<file path="config.mk">
export PLATFORM = sky130hd
export DESIGN_NAME = iram_load_controller_flat
export DESIGN_NICKNAME = d
export VERILOG_FILES = /design/src/rtl/iram_load_controller_if.sv /design/src/rtl/iram_load_controller.sv /design/src/flat_wrapper.sv
export SDC_FILE = /design/constraint.sdc
export NUM_CORES = 2
export LEC_CHECK = 0
export ABC_AREA = 1
export CAP_MARGIN = 30
export CORE_MARGIN = 2
export CORE_UTILIZATION = 30
export CTS_CLUSTER_DIAMETER = 100
export DETAILED_ROUTE_END_ITERATION = 12
export PLACE_DENSITY = 0.55
export SLEW_MARGIN = 40
export SYNTH_ARGS = -nofsm -noshare
export SYNTH_HDL_FRONTEND = slang
export SYNTH_SLANG_ARGS = --single-unit
</file>
<file path="constraint.sdc">
create_clock -name clock -period 3.6 [get_ports clock]
set_clock_uncertainty 0.2 [all_clocks]
set_input_delay 0.72 -clock clock [delete_from_list [all_inputs] [get_ports clock]]
set_output_delay 0.72 -clock clock [all_outputs]
set_load 0.05 [all_outputs]
</file>
<file path="src/rtl/iram_load_controller_if.sv">
// Loader and fetch signal bundle for the instruction RAM controller.
// The master side is the loader/CPU; the slave side is the controller.
interface iram_load_controller_if #(
  parameter int DATA_WIDTH = 32,
  parameter int DEPTH      = 64,
  parameter int ADDR_WIDTH = 10
);
  localparam int CW = $clog2(DEPTH) + 1;

  logic                  load_start;
  logic                  load_valid;
  logic                  load_ready;
  logic [DATA_WIDTH-1:0] load_data;
  logic                  load_last;
  logic [CW-1:0]         load_count;
  logic                  load_error;
  logic                  cpu_hold;
  logic                  running;
  logic                  fetch_req;
  logic [ADDR_WIDTH-1:0] fetch_address;
  logic [DATA_WIDTH-1:0] fetch_data;
  logic                  fetch_valid;
  logic                  fetch_fault;

  modport master (
    output load_start, load_valid, load_data, load_last, fetch_req, fetch_address,
    input  load_ready, load_count, load_error, cpu_hold, running,
           fetch_data, fetch_valid, fetch_fault
  );

  modport slave (
    input  load_start, load_valid, load_data, load_last, fetch_req, fetch_address,
    output load_ready, load_count, load_error, cpu_hold, running,
           fetch_data, fetch_valid, fetch_fault
  );
endinterface

</file>
<file path="src/rtl/iram_load_controller.sv">
// Instruction RAM owner: loads words over valid/ready from address 0, then
// releases the CPU to fetch through a one-cycle registered read port.
module iram_load_controller #(
  parameter int DATA_WIDTH = 32,
  parameter int DEPTH      = 64,
  parameter int ADDR_WIDTH = 10
) (
  input  logic                 clock,
  input  logic                 reset,
  iram_load_controller_if.slave bus
);
  localparam int RAW = $clog2(DEPTH);
  localparam int CW  = RAW + 1;

  typedef enum logic [1:0] {
    S_IDLE = 2'd0,
    S_LOAD = 2'd1,
    S_RUN  = 2'd2
  } state_t;

  state_t                r_state;
  state_t                w_next;
  logic [DATA_WIDTH-1:0] r_mem [DEPTH];
  logic [CW-1:0]         r_count;
  logic                  r_error;
  logic                  r_fetch_valid;
  logic                  r_fetch_fault;
  logic [DATA_WIDTH-1:0] r_fetch_data;
  logic                  w_beat;
  logic                  w_full;
  logic                  w_fetch;
  logic                  w_in_range;

  // Upper address bits above the RAM index must be zero for an in-range fetch.
  generate
    if (ADDR_WIDTH > RAW) begin : g_range
      assign w_in_range = ~|bus.fetch_address[ADDR_WIDTH-1:RAW];
    end else begin : g_norange
      assign w_in_range = 1'b1;
    end
  endgenerate

  // load_start takes priority: a beat or fetch in the same cycle is dropped.
  assign w_beat  = (r_state == S_LOAD) && bus.load_valid && !bus.load_start;
  assign w_full  = (r_count == CW'(DEPTH - 1));
  assign w_fetch = (r_state == S_RUN) && bus.fetch_req && !bus.load_start;

  always_comb begin
    w_next = r_state;
    case (r_state)
      S_IDLE: if (bus.load_start) w_next = S_LOAD;
      S_LOAD: begin
        if (bus.load_start)     w_next = S_LOAD;
        else if (w_beat) begin
          if (bus.load_last)    w_next = S_RUN;
          else if (w_full)      w_next = S_IDLE;
        end
      end
      S_RUN:  if (bus.load_start) w_next = S_LOAD;
      default: w_next = S_IDLE;
    endcase
  end

  always_ff @(posedge clock or negedge reset) begin
    if (!reset) begin
      r_state <= S_IDLE;
      r_count <= '0;
      r_error <= 1'b0;
    end else begin
      r_state <= w_next;
      if (bus.load_start) begin
        r_count <= '0;
        r_error <= 1'b0;
      end else if (w_beat) begin
        r_count <= r_count + 1'b1;
        if (!bus.load_last && w_full) r_error <= 1'b1;
      end
    end
  end

  // RAM contents survive reset; words past the session length keep old data.
  always_ff @(posedge clock) begin
    if (w_beat) r_mem[r_count[RAW-1:0]] <= bus.load_data;
  end

  always_ff @(posedge clock or negedge reset) begin
    if (!reset) begin
      r_fetch_valid <= 1'b0;
      r_fetch_fault <= 1'b0;
      r_fetch_data  <= '0;
    end else begin
      r_fetch_valid <= w_fetch;
      r_fetch_fault <= w_fetch && !w_in_range;
      r_fetch_data  <= (w_fetch && w_in_range) ? r_mem[bus.fetch_address[RAW-1:0]] : '0;
    end
  end

  assign bus.load_ready  = (r_state == S_LOAD);
  assign bus.cpu_hold    = (r_state != S_RUN);
  assign bus.running     = (r_state == S_RUN);
  assign bus.load_count  = r_count;
  assign bus.load_error  = r_error;
  assign bus.fetch_valid = r_fetch_valid;
  assign bus.fetch_fault = r_fetch_fault;
  assign bus.fetch_data  = r_fetch_data;
endmodule

</file>
<file path="src/flat_wrapper.sv">
// flat-port wrapper written by rule: the top's interface ports become plain ports
module iram_load_controller_flat 
#(
  parameter int DATA_WIDTH = 32,
  parameter int DEPTH      = 64,
  parameter int ADDR_WIDTH = 10
)
  (clock, reset, bus_load_start, bus_load_valid, bus_load_data, bus_load_last, bus_fetch_req, bus_fetch_address, bus_load_ready, bus_load_count, bus_load_error, bus_cpu_hold, bus_running, bus_fetch_data, bus_fetch_valid, bus_fetch_fault);
  iram_load_controller_if #(.DATA_WIDTH(DATA_WIDTH), .DEPTH(DEPTH), .ADDR_WIDTH(ADDR_WIDTH)) bus_i ();
  input  logic clock;
  input  logic reset;
  input wire logic [$bits(bus_i.load_start)-1:0] bus_load_start;
  input wire logic [$bits(bus_i.load_valid)-1:0] bus_load_valid;
  input wire logic [$bits(bus_i.load_data)-1:0] bus_load_data;
  input wire logic [$bits(bus_i.load_last)-1:0] bus_load_last;
  input wire logic [$bits(bus_i.fetch_req)-1:0] bus_fetch_req;
  input wire logic [$bits(bus_i.fetch_address)-1:0] bus_fetch_address;
  output wire logic [$bits(bus_i.load_ready)-1:0] bus_load_ready;
  output wire logic [$bits(bus_i.load_count)-1:0] bus_load_count;
  output wire logic [$bits(bus_i.load_error)-1:0] bus_load_error;
  output wire logic [$bits(bus_i.cpu_hold)-1:0] bus_cpu_hold;
  output wire logic [$bits(bus_i.running)-1:0] bus_running;
  output wire logic [$bits(bus_i.fetch_data)-1:0] bus_fetch_data;
  output wire logic [$bits(bus_i.fetch_valid)-1:0] bus_fetch_valid;
  output wire logic [$bits(bus_i.fetch_fault)-1:0] bus_fetch_fault;
  assign bus_i.load_start = bus_load_start;
  assign bus_i.load_valid = bus_load_valid;
  assign bus_i.load_data = bus_load_data;
  assign bus_i.load_last = bus_load_last;
  assign bus_i.fetch_req = bus_fetch_req;
  assign bus_i.fetch_address = bus_fetch_address;
  assign bus_load_ready = bus_i.load_ready;
  assign bus_load_count = bus_i.load_count;
  assign bus_load_error = bus_i.load_error;
  assign bus_cpu_hold = bus_i.cpu_hold;
  assign bus_running = bus_i.running;
  assign bus_fetch_data = bus_i.fetch_data;
  assign bus_fetch_valid = bus_i.fetch_valid;
  assign bus_fetch_fault = bus_i.fetch_fault;
  iram_load_controller #(.DATA_WIDTH(DATA_WIDTH), .DEPTH(DEPTH), .ADDR_WIDTH(ADDR_WIDTH)) u_core (.clock(clock), .reset(reset), .bus(bus_i));
endmodule
</file>
Yosys cells after proc, flatten, opt, wreduce, memory -nomap -nowiden
Memories as Yosys holds them, arrays and structs flattened.
Index checks and enable logic that the tools add are counted.
{ "totals": {"register_bits": 44, "latchBits": 0, "ramBits": 2048, "mem_bits_ro": 0, "input_bits": 48, "n_memories": 1} }
{ "memory_table": {"columns": ["name", "depth", "word_bits", "read_ports", "rd_clocked_by_memory_dff", "write_ports", "line_no", "source"], "rows": [
  ["u_core.r_mem", 64, 32, 1, 0, 1, "iram_load_controller.sv:23", "logic [DATA_WIDTH-1:0] r_mem [DEPTH];"]
]} }
{ "op_classes": {"n_addsub": 1, "mul": 0, "div": 0, "order_cmp": 0, "n_eq_ne": 7, "n_shift": 0, "muxes": 14, "bitwise_logic": 0, "n_reduce_logical": 17} }
{ "op_table": {"columns": ["operator", "count"], "rows": [
  ["two-way mux 32 bit", 1],
  ["two-way mux 7 bit", 2],
  ["two-way mux 2 bit", 5],
  ["adder 7 x 1 -> 7 bit (second input constant)", 1],
  ["equality test 7 x 6 -> 1 bit (second input constant)", 1],
  ["logical AND 1 bit", 7],
  ["two-way mux 1 bit", 5],
  ["inequality test 4 x 3 -> 1 bit (second input constant)", 1],
  ["one-hot mux 2 bit (2 select lines)", 1],
  ["nonzero test 2 bit", 2],
  ["OR reduction 4 bit", 1],
  ["zero test 1 bit", 3],
  ["inequality test 3 x 2 -> 1 bit (second input constant)", 1],
  ["AND reduction 3 bit", 1],
  ["equality test 2 x 1 -> 1 bit (second input constant)", 1],
  ["equality test 2 bit (second input constant)", 1],
  ["zero test 2 bit", 1],
  ["inequality test 2 x 1 -> 1 bit (second input constant)", 1],
  ["inequality test 2 bit (second input constant)", 1],
  ["AND reduction 2 bit", 1],
  ["OR reduction 2 bit", 1]
]} }

Depth between registers and ports, before layout
{ "depth": {"word_depth": 6, "depth_mapped": 14, "mapped_depth_nobuf": 11} }

Worst setup path after synthesis
OpenSTA, ideal clock, no wires.
{ "synth_path": {"kind": "input port to flip-flop", "startpoint": "input port bus_load_start", "endpoint": "memory u_core.r_mem[14][0], enable pin", "t_arrival_ns": 3.025, "required_ns": 2.979, "slack_ns": -0.046, "path_stages": 6, "cell_sequence": "clkbuf_1 -> nor2_2 -> inv_2 -> nor2_1 -> nand3_1 -> nor2_1"} }
{ "synth_between": {"elab_chain_cells": 4} }
{ "synth_lines": {"columns": ["element", "line_no", "source"], "rows": [
  ["start: declaration", "flat_wrapper.sv:12", "input wire logic [$bits(bus_i.load_start)-1:0] bus_load_start;"],
  ["zero test 1 bit", "iram_load_controller.sv:44", "assign w_beat = (r_state == S_LOAD) && bus.load_valid && !bus.load_start;"],
  ["logical AND 1 bit", "iram_load_controller.sv:44", null],
  ["two-way mux 1 bit", "iram_load_controller.sv:83", "if (w_beat) r_mem[r_count[RAW-1:0]] <= bus.load_data;"],
  ["two-way mux 1 bit (not written as such)", "iram_load_controller.sv:83", null],
  ["end: declaration", "iram_load_controller.sv:23", null]
]} }
No other way between the ends.

Final worst setup path
{ "layout_path": {"startpoint": "register u_core.r_fetch_data[1] (netlist: u_core.bus.fetch_data[1])", "endpoint": "output port bus_fetch_data[1]"} }
{ "layout_lines": {"columns": ["element", "line_no", "source"], "rows": [
  ["start: declaration", "iram_load_controller.sv:28", "logic [DATA_WIDTH-1:0] r_fetch_data;"],
  ["start signal: assignment", "iram_load_controller.sv:94", "r_fetch_data <= (w_fetch && w_in_range) ? r_mem[bus.fetch_address[RAW-1:0]] : '0;"],
  ["end: declaration", "flat_wrapper.sv:23", "output wire logic [$bits(bus_i.fetch_data)-1:0] bus_fetch_data;"]
]} }
No word-level cell between the ends.

==> flow_summary.toml <==
[clocking]
cts_inserted_buffers = 209
postCtsSetupRepairBufs = 0
htreeDepth = 4
post_cts_resized = 0
root_buffer = "clkbuf_16"
clkSinkCount = 2092
clk_latency_ns = 0.85
clk_path_buf_depth = 3
cts_tree = "yes"
clk_pin_slew_ns = 0.06
hold_buffers = 3

[worst_setup_path]
critPathBufInv = 1
max_stage_delay_ns = 0.89
crit_path_end_kind = "output pin"
crit_fanout = 1
slowest_stage = "clkdlybuf4s50_1"
critPathLaunchType = "register"
cp.arrival_ns = 2.35
critical_path_required_ns = 2.68
worstPathCellList = "clkdlybuf4s50_1"
critPathTopFamily = "buffers and inverters"
critical_path_class = "register to output pin"

[sta]
tightest_slew_ns = 0.854
finalSetupViolations = 0
fmax_mhz = 306
slew-limit-headroom = 0.431
holdWs_ns = 0.0619
hold_viol = 0
maxSlewViolCount = 0
period_share = 0.909
fin_crit_ns = 3.27
rsz0062_at_grt = "false"
worst_slack_ns = 0.327

[grt]
grt_pass1_wl_um = 360000
grt_use_total = 0.170
antenna_found_initial = 12
grt_start_max_net_pins = 122
grt_pass1_vias = 52400
grt-ovfl-total = 0

[routing]
vias = 54500
finalWirelength_um = 247000
dr.pass1.iters = 7
viasPerCell = 4.96
first_iter_violations = 5839
drtAntennaViolNets = 0
drc = 0
wl_per_cell_um = 22.5

[placement]
dp_slack_ns = 0.225
dpl.cell_count = 10600
gp_congestion = 0.803
placed_cell_area_um2 = 91400
port_buffers = 92
dp_hpwl_um = 142000

[flow_run]
drv_cap = 0

[die]
start_util = 0.302
ios = 93
dieArea_um2 = 283000
core_area_um2 = 277000
rows = 193
die_w_um = 532
die_y_um = 532

[cells_and_area]
drive_gt1_frac = 0.106
fin_cells = 11000
final_area_um2 = 98400
fin_nets = 7139
fill_cells = 26700
syn2layout_area_growth_pct = 17.6

[power_and_ir_drop]
p_leak_uw = 0.0342
irDropWorstVdd_uv = 542
p_per_area_nw_per_um2 = 524

[yosys]
syn_inst = 6891
syn_area_um2 = 83700
avgSynthCellArea_um2 = 12.1
syn_nets = 6940
yosysSeqAreaShare = 0.748
yosysUniqueCellTypes = 32
synth-seq-cells = 2092
yosysWarnings = 0

[min_path]
hold_class = "primary input to asynchronous set/reset pin"

[run_status]
outcome = "completed"
[cell usage after synthesis]
| cell | instances | area share |
|---|---|---|
| nand4_1 | 1 | 0.000075 |
| clkbuf_1 | 78 | 0.0035 |
| o21bai_1 | 1 | 0.000090 |
| o21a_1 | 1 | 0.000090 |
| ha_1 | 1 | 0.00015 |
| buf_2 | 245 | 0.015 |
| nor4_1 | 2 | 0.00015 |
| a31oi_1 | 1 | 0.000075 |
| nor3b_1 | 1 | 0.000090 |
| buf_1 | 59 | 0.0026 |
| nand3_1 | 1780 | 0.11 |
| o21ai_0 | 34 | 0.0020 |
| nor2_2 | 1 | 0.000075 |
| o211ai_1 | 2 | 0.00018 |
| inv_4 | 1 | 0.000075 |
| inv_1 | 18 | 0.00081 |
| buf_8 | 1 | 0.00018 |
| dfrtp_1 | 44 | 0.013 |
| buf_4 | 51 | 0.0046 |
| a211oi_1 | 1 | 0.000090 |
| nor3_1 | 5 | 0.00030 |
| buf_6 | 15 | 0.0020 |
| a21oi_1 | 35 | 0.0021 |
| inv_2 | 4 | 0.00018 |
| o21ai_1 | 12 | 0.00072 |
| edfxtp_1 | 2048 | 0.73 |
| nand2_2 | 1 | 0.000075 |
| o22ai_1 | 20 | 0.0015 |
| nand2_1 | 2233 | 0.10 |
| clkinv_1 | 2 | 0.000090 |
| a21boi_0 | 1 | 0.000090 |
| nor2_1 | 192 | 0.0086 |
[placed cells by master, fill, tap and decap left out, types with 4 or more instances in the layout]
cell type and n:
buf_2 27, nor2_1 128, buf_4 217, o21ai_1 12
clkinvlp_4 8, clkinv_2 52, clkinv_8 4, bufinv_16 19
clkbuf_16 211, clkinv_1 42, nand3_1 1779, clkbuf_1 43
dfrtp_1 44, edfxtp_1 2048, inv_1 16, clkdlybuf4s50_1 53
buf_12 131, nor2_4 64, inv_6 7, o21ai_0 34
a21oi_1 35, nor3_1 5, nand2_1 2231, o22ai_1 20
clkbuf_8 6
[worst paths after layout]
check / from / end / slack (ns) / cells past startpoint
worst max-delay path: u_core.bus.fetch_data[1]$_DFF_PN0_ / bus_fetch_data[1] / 0.33 / 1
worst min-delay path: reset / u_core.bus.load_error$_DFFE_PN0P_ / 0.06 / 2
worst max register to register: u_core.bus.load_count[3]$_DFFE_PN0P_ / u_core.r_mem[56][24]$_DFFE_PP_ / 0.75 / 6
worst min register to register: u_core.r_state[0]$_DFFE_PN0P_ / u_core.r_state[0]$_DFFE_PN0P_ / 0.31 / 1
max in group asynchronous: reset / u_core.bus.fetch_data[25]$_DFF_PN0_ / 2.60 / 3
min in group clock: bus_load_data[12] / u_core.r_mem[29][12]$_DFFE_PP_ / 0.08 / 1
[stage by stage]
stage          total power (µW)   util  setup TNS, ns
3_5_place_dp              30400  0.330              0
4_1_cts                   51900  0.355              0
6_report                  51600  0.355              0
2_1_floorplan             28900      -         -19.22
3_3_place_gp              30400  0.330              0
5_1_grt                   53100  0.355              0
[flip-flops by register name, indices dropped and copies added (netlist names)]
name / cells
u_core.r_state: 2
u_core.bus.fetch_fault: 1
u_core.bus.load_count: 7
u_core.bus.fetch_data: 32
u_core.r_mem: 2048
u_core.bus.load_error: 1
u_core.bus.fetch_valid: 1
[final cells by class]
class                   count  area, µm²  share of cell area
repair buffers            437       5040              0.0512
diodes                      2       5.00           0.0000509
clock inverters           136       1310              0.0133
flip-flops and latches   2092      62600               0.636
well taps                3705       4640              0.0471
multi-input cells        4325      19200               0.195
clock buffers             260       5520              0.0561
inverters                  25        131             0.00134
[where the power goes]
| group | switching [µW] | total (µW) | internal [µW] | leakage (µW) |
|---|---|---|---|---|
| logic | 2260 | 3100 | 841 | 0.0118 |
| clock network | 9410 | 21700 | 12300 | 0.00335 |
| registers | 17.6 | 26800 | 26800 | 0.0190 |
[per-layer routing]
layer  share of wire  global-route usage  vias to the layer above  wire, µm
met5         0.00015                   0                        -        38
met4           0.025              0.0487                        6      6260
met3           0.064              0.0239                      330     15800
met2            0.47               0.271                     1926    115000
met1            0.44               0.239                    27300    109000
li1                -                   -                    24900         -
[worst reg2reg max path, cell delays in order (launching register included)]
cell	delay [ns]
dfrtp_1	0.54
inv_1	0.25
nor2_1	0.16
clkinv_1	0.58
buf_4	0.42
nor2_4	0.17
buf_12	0.21
[cell families (layout without fill, tap and decap cells)]
kind of cell             Yosys count  in the layout  synth area share
AO/OA/AOI/OAI                    108            108           0.00695
buffers and inverters            474            858            0.0287
flip-flops                      2092           2092             0.748
AND/OR/NAND/NOR                 4216           4216             0.216
other                              0              2                 0
adder cells (fa/ha/maj)            1              1          0.000150
(Power assumes the default switching activity.)
